`src/rtl/fmul_pipe_if.sv`:
```
`timescale 1ns/1ps
`default_nettype none
// ============================================================================
// Module   : fmul_pipe_if
// Brief    : Operand/result handshake bundle for the pipelined FP multiplier.
// Revision : 1.0 - initial release
// ============================================================================
interface fmul_pipe_if #(
    parameter int EW = 8,
    parameter int MW = 23
);
    localparam int c_W = 1 + EW + MW;

    logic [c_W-1:0] x1;
    logic [c_W-1:0] x2;
    logic           in_valid;
    logic           in_ready;
    logic [c_W-1:0] y;
    logic           out_valid;
    logic           out_ready;

    modport master (
        output x1, x2, in_valid, out_ready,
        input  in_ready, y, out_valid
    );

    modport slave (
        input  x1, x2, in_valid, out_ready,
        output in_ready, y, out_valid
    );
endinterface
`default_nettype wire

```
`src/rtl/fmul_pipe.sv`:
```
`timescale 1ns/1ps
`default_nettype none
// ============================================================================
// Module   : fmul_pipe
// Brief    : Pipelined IEEE-style multiplier, RNE rounding, flush-to-zero.
// Revision : 1.0 - initial release
// ============================================================================
module fmul_pipe #(
    parameter int EW     = 8,
    parameter int MW     = 23,
    parameter int STAGES = 3
) (
    input  logic       clk,
    input  logic       rst,
    fmul_pipe_if.slave bus
);
    localparam int            c_W      = 1 + EW + MW;
    localparam int            c_PW     = 2 * (MW + 1);
    localparam logic [EW+1:0] c_BIAS   = (EW+2)'((1 << (EW-1)) - 1);
    localparam logic [EW+1:0] c_EMAX   = (EW+2)'((1 << EW) - 1);
    localparam logic [1:0]    c_K_NORM = 2'd0;
    localparam logic [1:0]    c_K_ZERO = 2'd1;
    localparam logic [1:0]    c_K_INF  = 2'd2;
    localparam logic [1:0]    c_K_NAN  = 2'd3;

    typedef struct packed {
        logic            sign;
        logic [1:0]      kind;
        logic [EW+1:0]   esum;
        logic [c_PW-1:0] prod;
    } mid_t;

    // Special-case class is resolved up front so later stages only carry it.
    function automatic mid_t decode(input logic [c_W-1:0] a, input logic [c_W-1:0] b);
        mid_t          m;
        logic [EW-1:0] ea, eb;
        logic [MW-1:0] ma, mb;
        logic          a_zero, a_inf, a_nan, b_zero, b_inf, b_nan;
        ea     = a[c_W-2 -: EW];
        eb     = b[c_W-2 -: EW];
        ma     = a[MW-1:0];
        mb     = b[MW-1:0];
        a_zero = (ea == '0);
        b_zero = (eb == '0);
        a_inf  = (&ea) && (ma == '0);
        b_inf  = (&eb) && (mb == '0);
        a_nan  = (&ea) && (ma != '0);
        b_nan  = (&eb) && (mb != '0);
        m.sign = a[c_W-1] ^ b[c_W-1];
        if (a_nan || b_nan || (a_inf && b_zero) || (b_inf && a_zero))
            m.kind = c_K_NAN;
        else if (a_inf || b_inf)
            m.kind = c_K_INF;
        else if (a_zero || b_zero)
            m.kind = c_K_ZERO;
        else
            m.kind = c_K_NORM;
        m.esum = {2'b00, ea} + {2'b00, eb} - c_BIAS;
        m.prod = c_PW'({1'b1, ma}) * c_PW'({1'b1, mb});
        return m;
    endfunction

    function automatic logic [c_W-1:0] pack(input mid_t m);
        logic            norm, guard, rnd, sticky, up;
        logic [c_PW-2:0] sig;
        logic [MW-1:0]   frac;
        logic [MW:0]     frac_r;
        logic [EW+1:0]   e;
        logic [c_W-1:0]  r;
        norm   = m.prod[c_PW-1];
        sig    = norm ? m.prod[c_PW-2:0] : {m.prod[c_PW-3:0], 1'b0};
        frac   = sig[c_PW-2 -: MW];
        guard  = sig[MW];
        rnd    = sig[MW-1];
        sticky = |sig[MW-2:0];
        up     = guard & (rnd | sticky | frac[0]);
        // A carry out of the fraction leaves it all-zero; only the exponent moves.
        frac_r = {1'b0, frac} + (MW+1)'(up);
        e      = m.esum + (EW+2)'(norm) + (EW+2)'(frac_r[MW]);
        case (m.kind)
            c_K_NAN:  r = {m.sign, {EW{1'b1}}, 1'b1, {(MW-1){1'b0}}};
            c_K_INF:  r = {m.sign, {EW{1'b1}}, {MW{1'b0}}};
            c_K_ZERO: r = {m.sign, {(EW+MW){1'b0}}};
            default: begin
                if (!e[EW+1] && (e >= c_EMAX))
                    r = {m.sign, {EW{1'b1}}, {MW{1'b0}}};
                else if (e[EW+1] || (e == '0))
                    r = {m.sign, {(EW+MW){1'b0}}};
                else
                    r = {m.sign, e[EW-1:0], frac_r[MW-1:0]};
            end
        endcase
        return r;
    endfunction

    logic              w_advance;
    logic [STAGES-1:0] r_vld;
    logic [c_W-1:0]    r_y;
    mid_t              w_front;
    mid_t              w_back;
    logic [c_W-1:0]    w_y_next;

    assign w_advance = !r_vld[STAGES-1] || bus.out_ready;
    assign w_front   = decode(bus.x1, bus.x2);
    assign w_y_next  = pack(w_back);

    generate
        if (STAGES == 1) begin : g_single
            assign w_back = w_front;

            always_ff @(posedge clk or posedge rst) begin
                if (rst)
                    r_vld <= '0;
                else if (w_advance)
                    r_vld <= bus.in_valid;
            end
        end else begin : g_multi
            // Multiply result is captured at entry; the extra stages only delay it.
            mid_t r_mid [STAGES-1];

            always_ff @(posedge clk or posedge rst) begin
                if (rst) begin
                    r_vld <= '0;
                    for (int i = 0; i < STAGES-1; i++)
                        r_mid[i] <= '0;
                end else if (w_advance) begin
                    r_vld    <= {r_vld[STAGES-2:0], bus.in_valid};
                    r_mid[0] <= w_front;
                    for (int i = 1; i < STAGES-1; i++)
                        r_mid[i] <= r_mid[i-1];
                end
            end

            assign w_back = r_mid[STAGES-2];
        end
    endgenerate

    always_ff @(posedge clk or posedge rst) begin
        if (rst)
            r_y <= '0;
        else if (w_advance)
            r_y <= w_y_next;
    end

    assign bus.y         = r_y;
    assign bus.out_valid = r_vld[STAGES-1];
    assign bus.in_ready  = w_advance;
endmodule
`default_nettype wire

```
`src/flat_wrapper.sv`:
```
// flat-port wrapper written by rule: the top's interface ports become plain ports
module fmul_pipe_flat 
#(
    parameter int EW     = 8,
    parameter int MW     = 23,
    parameter int STAGES = 3
)
  (clk, rst, bus_x1, bus_x2, bus_in_valid, bus_out_ready, bus_in_ready, bus_y, bus_out_valid);
  fmul_pipe_if #(.EW(EW), .MW(MW)) bus_i ();
  input  logic clk;
  input  logic rst;
  input wire logic [$bits(bus_i.x1)-1:0] bus_x1;
  input wire logic [$bits(bus_i.x2)-1:0] bus_x2;
  input wire logic [$bits(bus_i.in_valid)-1:0] bus_in_valid;
  input wire logic [$bits(bus_i.out_ready)-1:0] bus_out_ready;
  output wire logic [$bits(bus_i.in_ready)-1:0] bus_in_ready;
  output wire logic [$bits(bus_i.y)-1:0] bus_y;
  output wire logic [$bits(bus_i.out_valid)-1:0] bus_out_valid;
  assign bus_i.x1 = bus_x1;
  assign bus_i.x2 = bus_x2;
  assign bus_i.in_valid = bus_in_valid;
  assign bus_i.out_ready = bus_out_ready;
  assign bus_in_ready = bus_i.in_ready;
  assign bus_y = bus_i.y;
  assign bus_out_valid = bus_i.out_valid;
  fmul_pipe #(.EW(EW), .MW(MW), .STAGES(STAGES)) u_core (.clk(clk), .rst(rst), .bus(bus_i));
endmodule
```
`config.mk`:
```
export PLATFORM = sky130hd
export DESIGN_NAME = fmul_pipe_flat
export DESIGN_NICKNAME = d
export VERILOG_FILES = /design/src/rtl/fmul_pipe_if.sv /design/src/rtl/fmul_pipe.sv /design/src/flat_wrapper.sv
export SDC_FILE = /design/constraint.sdc
export NUM_CORES = 2
export LEC_CHECK = 0
export CORE_ASPECT_RATIO = 1.25
export CORE_UTILIZATION = 55
export DETAILED_ROUTE_END_ITERATION = 10
export HOLD_SLACK_MARGIN = 0.03
export PLACE_DENSITY = 0.73
export SETUP_SLACK_MARGIN = 0.02
export SLEW_MARGIN = 40
export SYNTH_ARGS = -nofsm -noshare
export SYNTH_HDL_FRONTEND = slang
export SYNTH_SLANG_ARGS = --single-unit
```
`constraint.sdc`:
```
create_clock -name clk -period 8.95 [get_ports clk]
set_input_delay 1.79 -clock clk [delete_from_list [all_inputs] [get_ports clk]]
set_output_delay 1.79 -clock clk [all_outputs]
set_load 0.05 [all_outputs]
```
# Word level (Yosys, flattened, before mapping)
# Cells that the tools add are included.
dict set report word_totals {
  wordCells 57
  out_inout_bits 34
  ff_bits 157
  in_bits 68
}
dict set report op_classes {
  n_lt_le_gt_ge 1
  n_bitwise 4
  muxes 7
  n_reduce_logical 26
  add_sub_neg 5
  eq_ne 3
  multipliers 1
}
# cell count
set ops {}
lappend ops {{$pmux 31 s3} 1}
lappend ops {{$mux 31} 2}
lappend ops {{$mul 24x24->48} 1}
lappend ops {{$mux 47} 1}
lappend ops {{$logic_not 23->1} 2}
lappend ops {{$reduce_bool 23->1} 2}
lappend ops {{$add 23x1->24} 1}
lappend ops {{$reduce_or 22->1} 1}
lappend ops {{$add 10x1->10} 2}
lappend ops {{$logic_not 8->1} 2}
lappend ops {{$reduce_and 8->1} 2}
lappend ops {{$ge 10x8->1 const B} 1}
lappend ops {{$logic_not 10->1} 1}
lappend ops {{$sub 10x7->10 const B} 1}
lappend ops {{$add 8x8->9} 1}
lappend ops {{$logic_and 1x1->1} 7}
lappend ops {{$logic_or 1x1->1} 7}
lappend ops {{$eq 2x2->1 const B} 2}
lappend ops {{$mux 2} 2}
lappend ops {{$eq 2x1->1 const B} 1}
lappend ops {{$logic_not 1->1} 2}
lappend ops {{$or 1x1->1} 2}
lappend ops {{$and 1x1->1} 1}
lappend ops {{$mux 1} 1}
lappend ops {{$xor 1x1->1} 1}

# Logic depth before layout (Yosys ltp)
dict set report logic_depth {
  word_depth 12
  ltp_mapped 28
  depth_no_buf 25
}

# Least setup slack after synthesis
# Ideal clock, no wire load.
dict set report synth_path {
  path_kind {input-to-reg}
  start {in bus_x2[3]}
  end {reg u_core.g_multi.r_mid[108] (netlist bit)}
  n_path_buf 2
  arrival_time_ps 7854
  slack_ps 992
  setup_ps 104
  stages 25
  t_required_ps 8846
  cell_sequence {clkbuf_1 > nand2_1 > fa_1 > inv_1 > fa_1 > inv_1 > fa_1 > fa_1 > inv_1 > fa_1 > fa_1 > inv_1 > fa_1 > inv_1 > ha_1 > clkbuf_1 > nand2_1 > o21ai_1 > o2111ai_1 > a32o_1 > a41o_1 > o21ai_1 > a21o_1 > a21oi_1 > o311ai_1}
}
dict set report synth_via {
  elab_chain_len 1
}
# element line_no
set synth_rtl {}
lappend synth_rtl {{start: declaration} flat_wrapper.sv:13} ;# input wire logic [$bits(bus_i.x2)-1:0] bus_x2;
lappend synth_rtl {{$mul 24x24->48} fmul_pipe.sv:59} ;# m.prod = c_PW'({1'b1, ma}) * c_PW'({1'b1, mb});
lappend synth_rtl {{end signal: indexed assignment} fmul_pipe.sv:130} ;# r_mid[i] <= r_mid[i-1];
lappend synth_rtl {{end: declaration} fmul_pipe.sv:119} ;# mid_t r_mid [STAGES-1];
# No other way between the ends.
# A chain may end at the register's enable or synchronous reset.

# Worst setup path in the final report
dict set report layout_path {
  start {in bus_x1[5]}
  end {reg u_core.g_multi.r_mid[108] (netlist bit)}
}
dict set report layout_via {
  elab_chain_len 1
}
# element line_no
set layout_rtl {}
lappend layout_rtl {{start: declaration} flat_wrapper.sv:12} ;# input wire logic [$bits(bus_i.x1)-1:0] bus_x1;
lappend layout_rtl {{$mul 24x24->48} fmul_pipe.sv:59}
# No other way between the ends.

==> results.toml <==
[clocking]
tritoncts_clock_tree = "done"
number_of_sinks_on_the_clock_net = 157
post_cts_resized = 0
cts_root_buffer = "sky130_fd_sc_hd__clkbuf_16"
clock_insertion_delay_worst_skew_ps = 430
ctsHoldBuffers = 0
clock_path_buffers = 2
clkSlewWorstSetupHoldPaths_ps = 70
post-cts-setup-buffers = 0
h-tree-depth = 4
cts_made_buffers = 17

[die]
dieWidth_um = 197.6
die_h_um = 246.5
dieArea_mm2 = 0.04870
std_cell_core_area_mm2 = 0.04722
core.rowCount = 89
ios = 102
start_util_pct = 55.70

[detailed_routing]
via_count = 20348
detailedRoute.firstIterationViolations = 1235
final_antenna_net_count = 0
drt_wl_total_um = 66220
route.detailed.drc = 0
vias_per_cell = 5.471
first_pass_iters = 7
post_drt_wl_per_cell_um = 17.81

[run_status]
run_status = "finished clean"

[final_layout]
fin_nets = 3806
layout-drive-gt1-share_pct = 5.289
layout-area-overhead-vs-synth_pct = 11.02
finish.utilization_pct = 61.83
most_frequent_standard_cell_in_the_layout_excluding_fill_and_tap_cells = "sky130_fd_sc_hd__inv_1"
layout.cells.most_common_list = "sky130_fd_sc_hd__inv_1 (585), sky130_fd_sc_hd__nand2_1 (548), sky130_fd_sc_hd__fa_1 (484)"
num-fill-cells = 4081
stdcell_count = 3719
antenna_cells_inserted = 0

[synth]
asyncSetResetFlopFracSynth_pct = 100.0
synthesis.instances = 2980
post_synth_edffs = 0
yosys_warns = 0
synth.cell_area_mm2 = 0.02630
synth_top_cell_area_share_pct = 36.84
synth_area_per_cell_um2 = 8.825
post-synth-top-area-cell = "sky130_fd_sc_hd__fa_1"
post_synth_cell_types = 68
synth.net_count = 3717
ys_seq_area_share_pct = 14.94
ys_seq_elements = 157
synth_top_cells_by_area = "sky130_fd_sc_hd__fa_1 (37%), sky130_fd_sc_hd__dfrtp_1 (15%), sky130_fd_sc_hd__ha_1 (8.8%), sky130_fd_sc_hd__inv_1 (8.4%), sky130_fd_sc_hd__nand2_1 (7.8%)"
postSynth.topFlopCell = "sky130_fd_sc_hd__dfrtp_1"

[timing]
finalWorstPathRequiredPeriod_ps = 8587
finalSetupViolations = 0
worst_slack_ps = 363.4
slew_hr_pct = 51.02
timing_max_transition_violations_final = 0
final.setup_skew_ps = 8.451
fmaxAchievable_mhz = 116.5
rsz0062_at_grt = "false"
final.period_utilization_pct = 95.94
hold_viol = 0
worst_slew_pin_slew_ps = 734.7

[global_routing]
gr-total-overflow = 0
grt.total_usage_pct = 28.72
grt_max_degree = 99
number_of_antenna_violations_at_the_first_check_in_global_routing = 0
wire_length_of_the_first_global_routing_pass_um = 109700
grt_pass1_vias = 21884

[setup_path]
path_cells = "clkdlybuf4s50_1, buf_4, buf_4, and2_1, fa_1, fa_1, inv_1, fa_1, fa_1, inv_1, fa_1, inv_1, fa_1, fa_1, inv_1, ha_1, nand4_1, a21o_1, a32o_1, a41o_1, o21ai_1, a21o_1, a21oi_1, o311ai_1"
cp_max_fo = 12
worst_path_max_stage_delay_ps = 750
cpMaxStageDelayCell = "sky130_fd_sc_hd__clkdlybuf4s50_1"
top_cell_by_count_worst_path = "sky130_fd_sc_hd__fa_1"
timing.setup.critical_path_class = "input port to register"
worst_setup_path_start_kind = "input port"
required_ps = 9280
setup.worst_path.end_class = "register"
critical_path_arrival_ps = 8910

[place]
placed_cells = 3687
dpl_worst_slack_ps = -8.828
gp_routability_congestion = 0.9577
placement.io_buffers = 101
hpwlAfterDp_um = 54490

[job]
maxCapViolCount = 0

[worst_hold_path]
worstHoldPathType = "register to register"
worst max-delay path, delay by kind of cell:
family                     cells  cell delay (ps)
AOI/OAI and AO/OA              7             1550
and+or+nand+nor                2              360
buffers and inverters          7             1450
adders and majority gates      8             3740
worst paths after layout:
kind / start / cells after the start / end / slack, ps
min: u_core.bus.y[31]$_DFFE_PP0P_ / 2 / u_core.bus.y[31]$_DFFE_PP0P_ / 470
min in group asynchronous: rst / 2 / u_core.bus.y[26]$_DFFE_PP0P_ / 1850
max: bus_x1[5] / 24 / u_core.g_multi.r_mid[108]$_DFFE_PP0P_ / 360
min reg2reg: u_core.bus.y[31]$_DFFE_PP0P_ / 2 / u_core.bus.y[31]$_DFFE_PP0P_ / 470
max in group asynchronous: rst / 3 / u_core.g_multi.r_mid[74]$_DFFE_PP0P_ / 5960
max reg2reg: u_core.g_multi.r_mid[47]$_DFFE_PP0P_ / 20 / u_core.bus.y[22]$_DFFE_PP0P_ / 2950
logic make-up after synthesis:
logic type,after synthesis,share of synthesized area [%]
and+or+nand+nor,1037,18.58
buffers and inverters,737,10.58
adders and majority gates,669,45.65
AOI/OAI and AO/OA,293,7.270
DFF,157,14.94
xor gates and xnor gates,73,2.431
muxes,14,0.5519
stage by stage:
stage          instance area, um^2  hold slack (ps)  TNS, ps
2_1_floorplan                26300            430.0        0
3_3_place_gp                 28590            444.8        0
3_5_place_dp                 28600            451.2   -8.828
4_1_cts                      29190            471.3        0
5_1_grt                      29200            492.6        0
6_report                     29200            465.5        0
synthesized netlist by cell type (5+ instances only):
library cell / count
sky130_fd_sc_hd__inv_1: 587
sky130_fd_sc_hd__nand2_1: 548
sky130_fd_sc_hd__fa_1: 484
sky130_fd_sc_hd__and2_1: 252
sky130_fd_sc_hd__ha_1: 185
sky130_fd_sc_hd__dfrtp_1: 157
sky130_fd_sc_hd__clkbuf_1: 140
sky130_fd_sc_hd__nor2_1: 103
sky130_fd_sc_hd__a21oi_1: 92
sky130_fd_sc_hd__o21ai_0: 40
sky130_fd_sc_hd__xnor2_1: 39
sky130_fd_sc_hd__a21o_1: 36
sky130_fd_sc_hd__xor2_1: 34
sky130_fd_sc_hd__nand4_1: 22
sky130_fd_sc_hd__nand3_1: 21
sky130_fd_sc_hd__nor4_1: 19
sky130_fd_sc_hd__a22o_1: 17
sky130_fd_sc_hd__o21ai_1: 17
sky130_fd_sc_hd__nor3_1: 15
sky130_fd_sc_hd__a211oi_1: 13
sky130_fd_sc_hd__a31oi_1: 11
sky130_fd_sc_hd__and3_1: 11
sky130_fd_sc_hd__nor2b_1: 11
sky130_fd_sc_hd__mux2i_1: 10
sky130_fd_sc_hd__o21bai_1: 10
sky130_fd_sc_hd__a32o_1: 7
sky130_fd_sc_hd__nand2b_1: 7
sky130_fd_sc_hd__o211ai_1: 6
sky130_fd_sc_hd__o21a_1: 6
sky130_fd_sc_hd__a211o_1: 5
sky130_fd_sc_hd__and4_1: 5
sky130_fd_sc_hd__o22a_1: 5
state kept, by name, indices dropped and copies added (netlist names):
signal                flops
u_core.g_multi.r_mid    122
u_core.bus.y             32
u_core.r_vld              3
metal layers:
| metal | vias up | share of wire, % | track usage [%] |
|---|---|---|---|
| li1 | 9246 | - | - |
| met1 | 10210 | 40 | 35.67 |
| met2 | 712 | 50 | 50.19 |
| met3 | 180 | 5.7 | 3.285 |
| met4 | 0 | 4.6 | 12.93 |
| met5 | - | 0 | 0 |
cell type report:
type,count,area (um^2),share of cell area [%]
clock buffers,17,425.4,1.457
repair buffers,218,2063,7.067
clock inverters,15,166.4,0.5700
well taps,637,797.0,2.730
multi-input cells,2086,19600,67.12
flip-flops and latches,157,3930,13.46
inverters,589,2218,7.598
Power is left out: the tool's default activity adds up to more than one toggle a clock period on the data nets, which glitch-free logic cannot reach.
